<file path="src/rtl/laser_controller.sv">
// Per-tower laser sequencer. It steps the laser datapath through draw, hold, erase and
// cooldown, and requests the shared VGA write port for the draw and erase phases.
module laser_controller #(
    parameter int            CW              = 25,
    parameter logic [CW-1:0] COOLDOWN_CYCLES = 25'd8_333_333
) (
    input  logic       clk,
    input  logic       resetn,
    input  logic       tower_placed,
    input  logic       game_over,
    input  logic       car_in_range,
    input  logic       draw_done,
    input  logic       delay_done,
    input  logic       erase_done,
    input  logic       vga_grant,
    output logic       disabled,
    output logic       wait_draw,
    output logic       draw_laser,
    output logic       delay,
    output logic       erase,
    output logic       vga_req,
    output logic       plot,
    output logic       busy,
    output logic [7:0] shots,
    output logic [2:0] state_dbg
);

    typedef enum logic [2:0] {
        S_OFF       = 3'd0,
        S_WAIT      = 3'd1,
        S_REQ_DRAW  = 3'd2,
        S_DRAW      = 3'd3,
        S_HOLD      = 3'd4,
        S_REQ_ERASE = 3'd5,
        S_ERASE     = 3'd6,
        S_COOL      = 3'd7
    } state_t;

    state_t        state_q, state_d;
    logic [CW-1:0] cnt_q, cnt_d;
    logic          abort_pend_q, abort_pend_d;
    logic [7:0]    shots_q, shots_d;
    logic          abort;

    assign abort = game_over | ~tower_placed;

    always_comb begin
        state_d      = state_q;
        abort_pend_d = abort_pend_q;
        case (state_q)
            S_OFF:       if (tower_placed && !game_over) state_d = S_WAIT;
            S_WAIT:      if (abort) state_d = S_OFF;
                         else if (car_in_range) state_d = S_REQ_DRAW;
            S_REQ_DRAW:  if (abort) state_d = S_OFF;
                         else if (vga_grant) state_d = S_DRAW;
            // Anything already on screen must be erased, so an abort here still erases.
            S_DRAW: begin
                if (abort) begin
                    state_d      = S_REQ_ERASE;
                    abort_pend_d = 1'b1;
                end else if (draw_done) begin
                    state_d = S_HOLD;
                end
            end
            S_HOLD: begin
                if (abort) begin
                    state_d      = S_REQ_ERASE;
                    abort_pend_d = 1'b1;
                end else if (delay_done) begin
                    state_d = S_REQ_ERASE;
                end
            end
            S_REQ_ERASE: begin
                if (abort) abort_pend_d = 1'b1;
                if (vga_grant) state_d = S_ERASE;
            end
            S_ERASE: begin
                if (abort) abort_pend_d = 1'b1;
                if (erase_done) state_d = (abort_pend_q || abort) ? S_OFF : S_COOL;
            end
            S_COOL:      if (abort) state_d = S_OFF;
                         else if (cnt_q == '0) state_d = S_WAIT;
            default:     state_d = S_OFF;
        endcase
        if (state_d == S_OFF) abort_pend_d = 1'b0;
    end

    // Counter is loaded with N-1 on entry so COOL spans exactly N cycles.
    always_comb begin
        cnt_d = cnt_q;
        if (state_q != S_COOL && state_d == S_COOL) cnt_d = COOLDOWN_CYCLES - 1'b1;
        else if (state_q == S_COOL && cnt_q != '0) cnt_d = cnt_q - 1'b1;
    end

    always_comb begin
        shots_d = shots_q;
        if (state_q == S_REQ_DRAW && state_d == S_DRAW && shots_q != 8'hFF)
            shots_d = shots_q + 8'd1;
    end

    always_ff @(posedge clk or negedge resetn) begin
        if (!resetn) begin
            state_q      <= S_OFF;
            cnt_q        <= '0;
            abort_pend_q <= 1'b0;
            shots_q      <= '0;
        end else begin
            state_q      <= state_d;
            cnt_q        <= cnt_d;
            abort_pend_q <= abort_pend_d;
            shots_q      <= shots_d;
        end
    end

    always_comb begin
        disabled   = 1'b0;
        wait_draw  = 1'b0;
        draw_laser = 1'b0;
        delay      = 1'b0;
        erase      = 1'b0;
        vga_req    = 1'b0;
        case (state_q)
            S_OFF:       disabled = 1'b1;
            S_WAIT:      wait_draw = 1'b1;
            S_REQ_DRAW:  begin wait_draw = 1'b1;  vga_req = 1'b1; end
            S_DRAW:      begin draw_laser = 1'b1; vga_req = 1'b1; end
            S_HOLD:      delay = 1'b1;
            S_REQ_ERASE: vga_req = 1'b1;
            S_ERASE:     begin erase = 1'b1;      vga_req = 1'b1; end
            default:     ;
        endcase
    end

    assign plot      = (draw_laser | erase) & vga_grant;
    assign busy      = (state_q != S_OFF) && (state_q != S_WAIT);
    assign shots     = shots_q;
    assign state_dbg = state_q;

endmodule

</file>
<file path="config.mk">
export PLATFORM = sky130hd
export DESIGN_NAME = laser_controller
export DESIGN_NICKNAME = d
export VERILOG_FILES = /design/src/rtl/laser_controller.sv
export SDC_FILE = /design/constraint.sdc
export NUM_CORES = 1
export LEC_CHECK = 0
export CORE_MARGIN = 2
export CORE_UTILIZATION = 35
export CTS_CLUSTER_DIAMETER = 150
export DETAILED_ROUTE_END_ITERATION = 8
export PLACE_DENSITY = 0.62
export SLEW_MARGIN = 20
export SYNTH_ARGS = -nofsm -noshare
export SYNTH_HDL_FRONTEND = slang
export SYNTH_SLANG_ARGS = --single-unit
</file>
<file path="constraint.sdc">
create_clock -name clk -period 2.7 [get_ports clk]
set_input_delay 0.27 -clock clk [delete_from_list [all_inputs] [get_ports clk]]
set_output_delay 0.27 -clock clk [all_outputs]
set_load 0.005 [all_outputs]
</file>
After elaboration in Yosys (flattened, before gate mapping)
Cells that the tools add are included.
{ "word_totals": {"register_bits": 37, "input_bits": 9, "out_inout_bits": 19, "elab_cells": 68} }
{ "op_classes": {"addsub": 2, "n_eq_ne": 12, "mux": 26, "n_bitwise": 4, "reduce_logical": 20} }
{ "ops": {"columns": ["cell", "n"], "rows": [
  ["$mux W25", 2],
  ["$mux W3", 14],
  ["$logic_not A25 Y1", 1],
  ["$reduce_bool A25 Y1", 1],
  ["$sub A25 B1 Y25 const B", 1],
  ["$pmux W3 S8", 1],
  ["$eq A3 B3 Y1 const B", 5],
  ["$eq A3 B2 Y1 const B", 3],
  ["$mux W1", 9],
  ["$add A8 B1 Y8 const B", 1],
  ["$ne A8 B8 Y1 const B", 1],
  ["$reduce_or A4 Y1", 2],
  ["$logic_and A1 B1 Y1", 6],
  ["$logic_not A3 Y1", 2],
  ["$reduce_bool A2 Y1", 3],
  ["$eq A3 B1 Y1 const B", 1],
  ["$ne A3 B1 Y1 const B", 1],
  ["$ne A3 B3 Y1 const B", 1],
  ["$reduce_bool A3 Y1", 1],
  ["$or A1 B1 Y1", 2],
  ["$reduce_and A2 Y1", 1],
  ["$reduce_or A2 Y1", 1],
  ["$and A1 B1 Y1", 1],
  ["$logic_not A1 Y1", 1],
  ["2 further kinds", 2]
]} }

Depth between registers and ports, before layout
{ "logic_depth": {"depth_word": 9, "ltp_mapped": 8, "mapped_depth_nobuf": 7} }

Worst setup path after synthesis
No wires, ideal clock.
{ "synth_path": {"path_kind": "flip-flop to flip-flop", "start": "register cnt_q[0]", "end": "register abort_pend_q", "setup_ns": 0.126, "arrival_time_ns": 1.927, "required_ns": 2.574, "path_slack_ns": 0.647, "path_stages_with_launch": 8, "n_path_buf": 0, "period_less_slack_ns": 2.053, "path_cell_list": "dfrtp_1 inv_1 ha_1 nor4b_1 nand4_1 o21a_1 a211o_1 o32a_1"} }
{ "synth_via": {"elab_chain_len": 7, "word_cells_on_any_way": 9, "classes_between": "mux: 4; reduce/logical: 5"} }
{ "synth_lines": {"columns": ["item", "line", "text"], "rows": [
  ["from (decl)", "40", "logic [CW-1:0] cnt_q, cnt_d;"],
  ["from (signal assigned)", "109", "cnt_q <= cnt_d;"],
  ["$logic_not A25 Y1 *", "82", "else if (cnt_q == '0) state_d = S_WAIT;"],
  ["$mux W3 *", "82", null],
  ["$mux W3 *", "81", "S_COOL: if (abort) state_d = S_OFF;"],
  ["$pmux W3 S8 *", "50", "case (state_q)"],
  ["via state_d[1]", "39", "state_t state_q, state_d;"],
  ["$logic_not A3 Y1 *", "85", "if (state_d == S_OFF) abort_pend_d = 1'b0;"],
  ["$reduce_bool A2 Y1 (no line)", null, null],
  ["$reduce_and A2 Y1 (no line)", null, null],
  ["to (signal assigned)", "110", "abort_pend_q <= abort_pend_d;"],
  ["to (decl)", "41", "logic abort_pend_q, abort_pend_d;"]
]} }
The timed path passes the listed nets; every way through them passes the cells marked *.
A chain may end at the register's enable or synchronous reset.

Worst setup path after layout
Ends and elaborated chain as after synthesis.

==> flow_summary.ini <==
[worst_setup_path]
critical-path-slowest-cell = nor4b_1
crit_path_max_fanout = 5
crit_path_end_kind = flip-flop
critPathArrivalTime_ns = 2.50
cp_slowest_stage_delay_ns = 0.48
crit_chain = inv_1, ha_1, nor4b_1, nand4_1, o21a_1, a211o_1, o32a_1
required_ns = 2.88
startpoint_type = flip-flop
path_class = flip-flop to flip-flop

[power]
comb_power_share_pct = 29.7
seq_power_share_pct = 45.5
power_density_mw_per_mm2 = 764
leakage_nw = 0.998
p_sw_share_pct = 34.0
totalPowerFinal_w = 0.00199
pwr-share-clk_pct = 24.8
irDropWorstVdd_v = 0.000347
p_sw_w = 0.000679
internal_power_w = 0.00132

[global_routing]
grt_pass1_wl_mm = 7.90
met1_usage_pct = 19.9
grt_busiest_layer = met2
antenna_found_initial = 0
grt_max_degree = 38
grt_overflow_total = 0
grt_usage_pct = 15.3
use_met3_pct = 3.30
grt_pass1_vias = 1732
met2_usage_pct = 25.2

[cells_and_area]
final_layout_size_suffix_gt1_share_pct = 9.65
multi_input_area_mm2 = 0.00114
antennaDiodeCount = 0
fin_area_mm2 = 0.00261
seq_area_um2 = 926
nets = 269
area_growth_syn_to_layout_pct = 22.5
nFillCells = 570

[logic_synthesis]
async_reset_ff_share_pct = 100
avgSynthCellArea_um2 = 9.39
synth_edf_count = 0
synth_area_mm2 = 0.00213
ys_ff_latch = 37
ys_seq_area_share_pct = 43.4
synthCells = 227
yosysUniqueCellTypes = 45
yosysWarningCount = 0
synth_top_flop_cell = dfrtp_1
syn_nets = 238

[drt]
wl_mm = 4.66
antenna_left = 0
first_pass_iters = 4
vias_per_cell = 5.39
wl_per_cell_um = 13.9
dr.first_iter.drc_count = 50
post-route-drc-count = 0
vias = 1801

[die]
pin_count = 28
die_y_um = 82.1
coreArea_mm2 = 0.00592
die_w_um = 82.1
start_util_pct = 36.0
num_rows = 28
die_area_mm2 = 0.00673

[clocking]
clk_path_buf_depth = 2
cts_buffers = 5
cts_setup_buffers = 0
hold_buffers = 0
cts_tree = built
cts-root-buf = clkbuf_8
worst_skew_pair.late_latency_ns = 0.30
cts_resized = 0
clk_pin_slew_ns = 0.09
cts.sinks = 37
htreeDepth = 2

[timing]
maxSlewHeadroom_pct = 44.8
fin_crit_ns = 2.32
hold_viol_final = 0
rsz0062_at_grt = no
setup_viol = 0
skew_ns = 0.00779
fin_ws_ns = 0.377
fin_hold_ws_ns = 0.0706
finalSetupTns_ns = 0
fin_crit_sh_pct = 86.0
slew_violations = 0
worst_pin_slew_ns = 0.827
max_freq_mhz = 430

[placed_design]
dp_slack_ns = 0.449
place_hpwl_mm = 3.27
gp_congestion = 0.768
place_area_mm2 = 0.00250
port_buffers = 27

[job]
drv_cap = 0

[hold_path]
hp-class = primary input to asynchronous set/reset pin

[status]
status = completed
==> power by group through the flow <==
stage	Clock [W]	Combinational, W	Sequential, W
2_1_floorplan	0	0.000370	0.000857
3_3_place_gp	0	0.000591	0.000913
3_5_place_dp	0	0.000594	0.000921
4_1_cts	0.000510	0.000600	0.000911
5_1_grt	0.000534	0.000671	0.000941
6_report	0.000495	0.000592	0.000907
==> cell usage after synthesis, types with 2 or more instances <==
library cell   n  area, um2
dfrtp_1       37        926
nand2_1       20       75.1
nor2_1        16       60.1
a21oi_1       12       60.1
or3_1         12       75.1
nand3_1       10       50.1
o21ai_0        9       45.0
and3_1         8       50.1
inv_1          8       30.0
xor2_1         8       70.1
nand2b_1       7       43.8
xnor2_1        7       61.3
clkbuf_1       6       22.5
nand4_1        6       37.5
nor3_1         6       30.0
o211ai_1       4       30.0
o31ai_1        4       30.0
a211oi_1       3       22.5
and2_1         3       18.8
nor4_1         3       18.8
nor4_4         3       63.8
or2_2          3       18.8
a211o_1        2       17.5
a21o_1         2       15.0
a31oi_1        2       12.5
buf_2          2       10.0
ha_1           2       25.0
mux2i_1        2       20.0
nor2b_1        2       12.5
o21a_1         2       15.0
or4_1          2       15.0
==> cell type report <==
| cell class | instances | share of cell area [%] |
|---|---|---|
| Clock buffer | 5 | 2.64 |
| Tap cell | 75 | 3.59 |
| Sequential cell | 37 | 35.5 |
| Clock inverter | 3 | 1.77 |
| Inverter | 8 | 1.15 |
| Timing Repair Buffer | 32 | 11.6 |
| Multi-Input combinational cell | 174 | 43.8 |
==> critical path: cells and delay by family, from the launching register on <==
| family | cells | cell delay, ns |
|---|---|---|
| fa+ha+maj | 1 | 0.21 |
| compound gates | 3 | 0.86 |
| buf+inv | 1 | 0.07 |
| flops | 1 | 0.41 |
| simple gates | 2 | 0.67 |
==> registers in the layout, summed over array words and instances, names as in the netlist <==
register      count
state_dbg         3
shots             8
cnt_q            25
abort_pend_q      1
==> layout by cell type (no fill, tap or decap), types with 4 or more instances in the layout <==
cell type	n
a21oi_1	12
and3_1	8
buf_4	5
clkbuf_8	5
clkdlybuf4s50_1	26
dfrtp_1	37
inv_1	8
nand2_1	20
nand2b_1	7
nand3_1	10
nand4_1	6
nor2_1	16
nor3_1	6
o211ai_1	4
o21ai_0	9
o31ai_1	4
or3_1	12
xnor2_1	7
xor2_1	8
==> metal layers <==
layer  part of all wire (%)  vias up
met5                      0        -
met4                   0.97        0
met3                    2.6        5
met2                     47       27
met1                     49      878
li1                       -      891
==> per-stage QoR <==
step           cells  utilization, %
6_report         334            44.1
2_1_floorplan    227               -
4_1_cts          334            44.1
5_1_grt          334            44.1
3_5_place_dp     326            42.2
3_3_place_gp     326            42.2
==> cells by family (layout without fill, tap and decap cells) <==
| logic type | count (synthesis) | count (layout) | synth area share (%) |
|---|---|---|---|
| flops | 37 | 37 | 43.4 |
| buf+inv | 16 | 48 | 2.93 |
| mux | 3 | 3 | 1.47 |
| compound gates | 48 | 48 | 15.4 |
| simple gates | 106 | 106 | 29.5 |
| xor+xnor | 15 | 15 | 6.16 |
| fa+ha+maj | 2 | 2 | 1.17 |
==> path summary, 6_finish.rpt <==
kind	end	slack [ns]	startpoint	depth (start not counted)
min in group clk	shots[5]	0.51	shots[5]	1
max in group asynchronous	cnt_q[12]	2.11	resetn	1
setup reg to reg	abort_pend_q	0.38	cnt_q[0]	7
setup / recovery	abort_pend_q	0.38	cnt_q[0]	7
hold / removal	cnt_q[5]	0.07	resetn	1
hold reg to reg	shots[5]	0.51	shots[5]	1
Note: power is estimated with default switching activity, not from simulation.
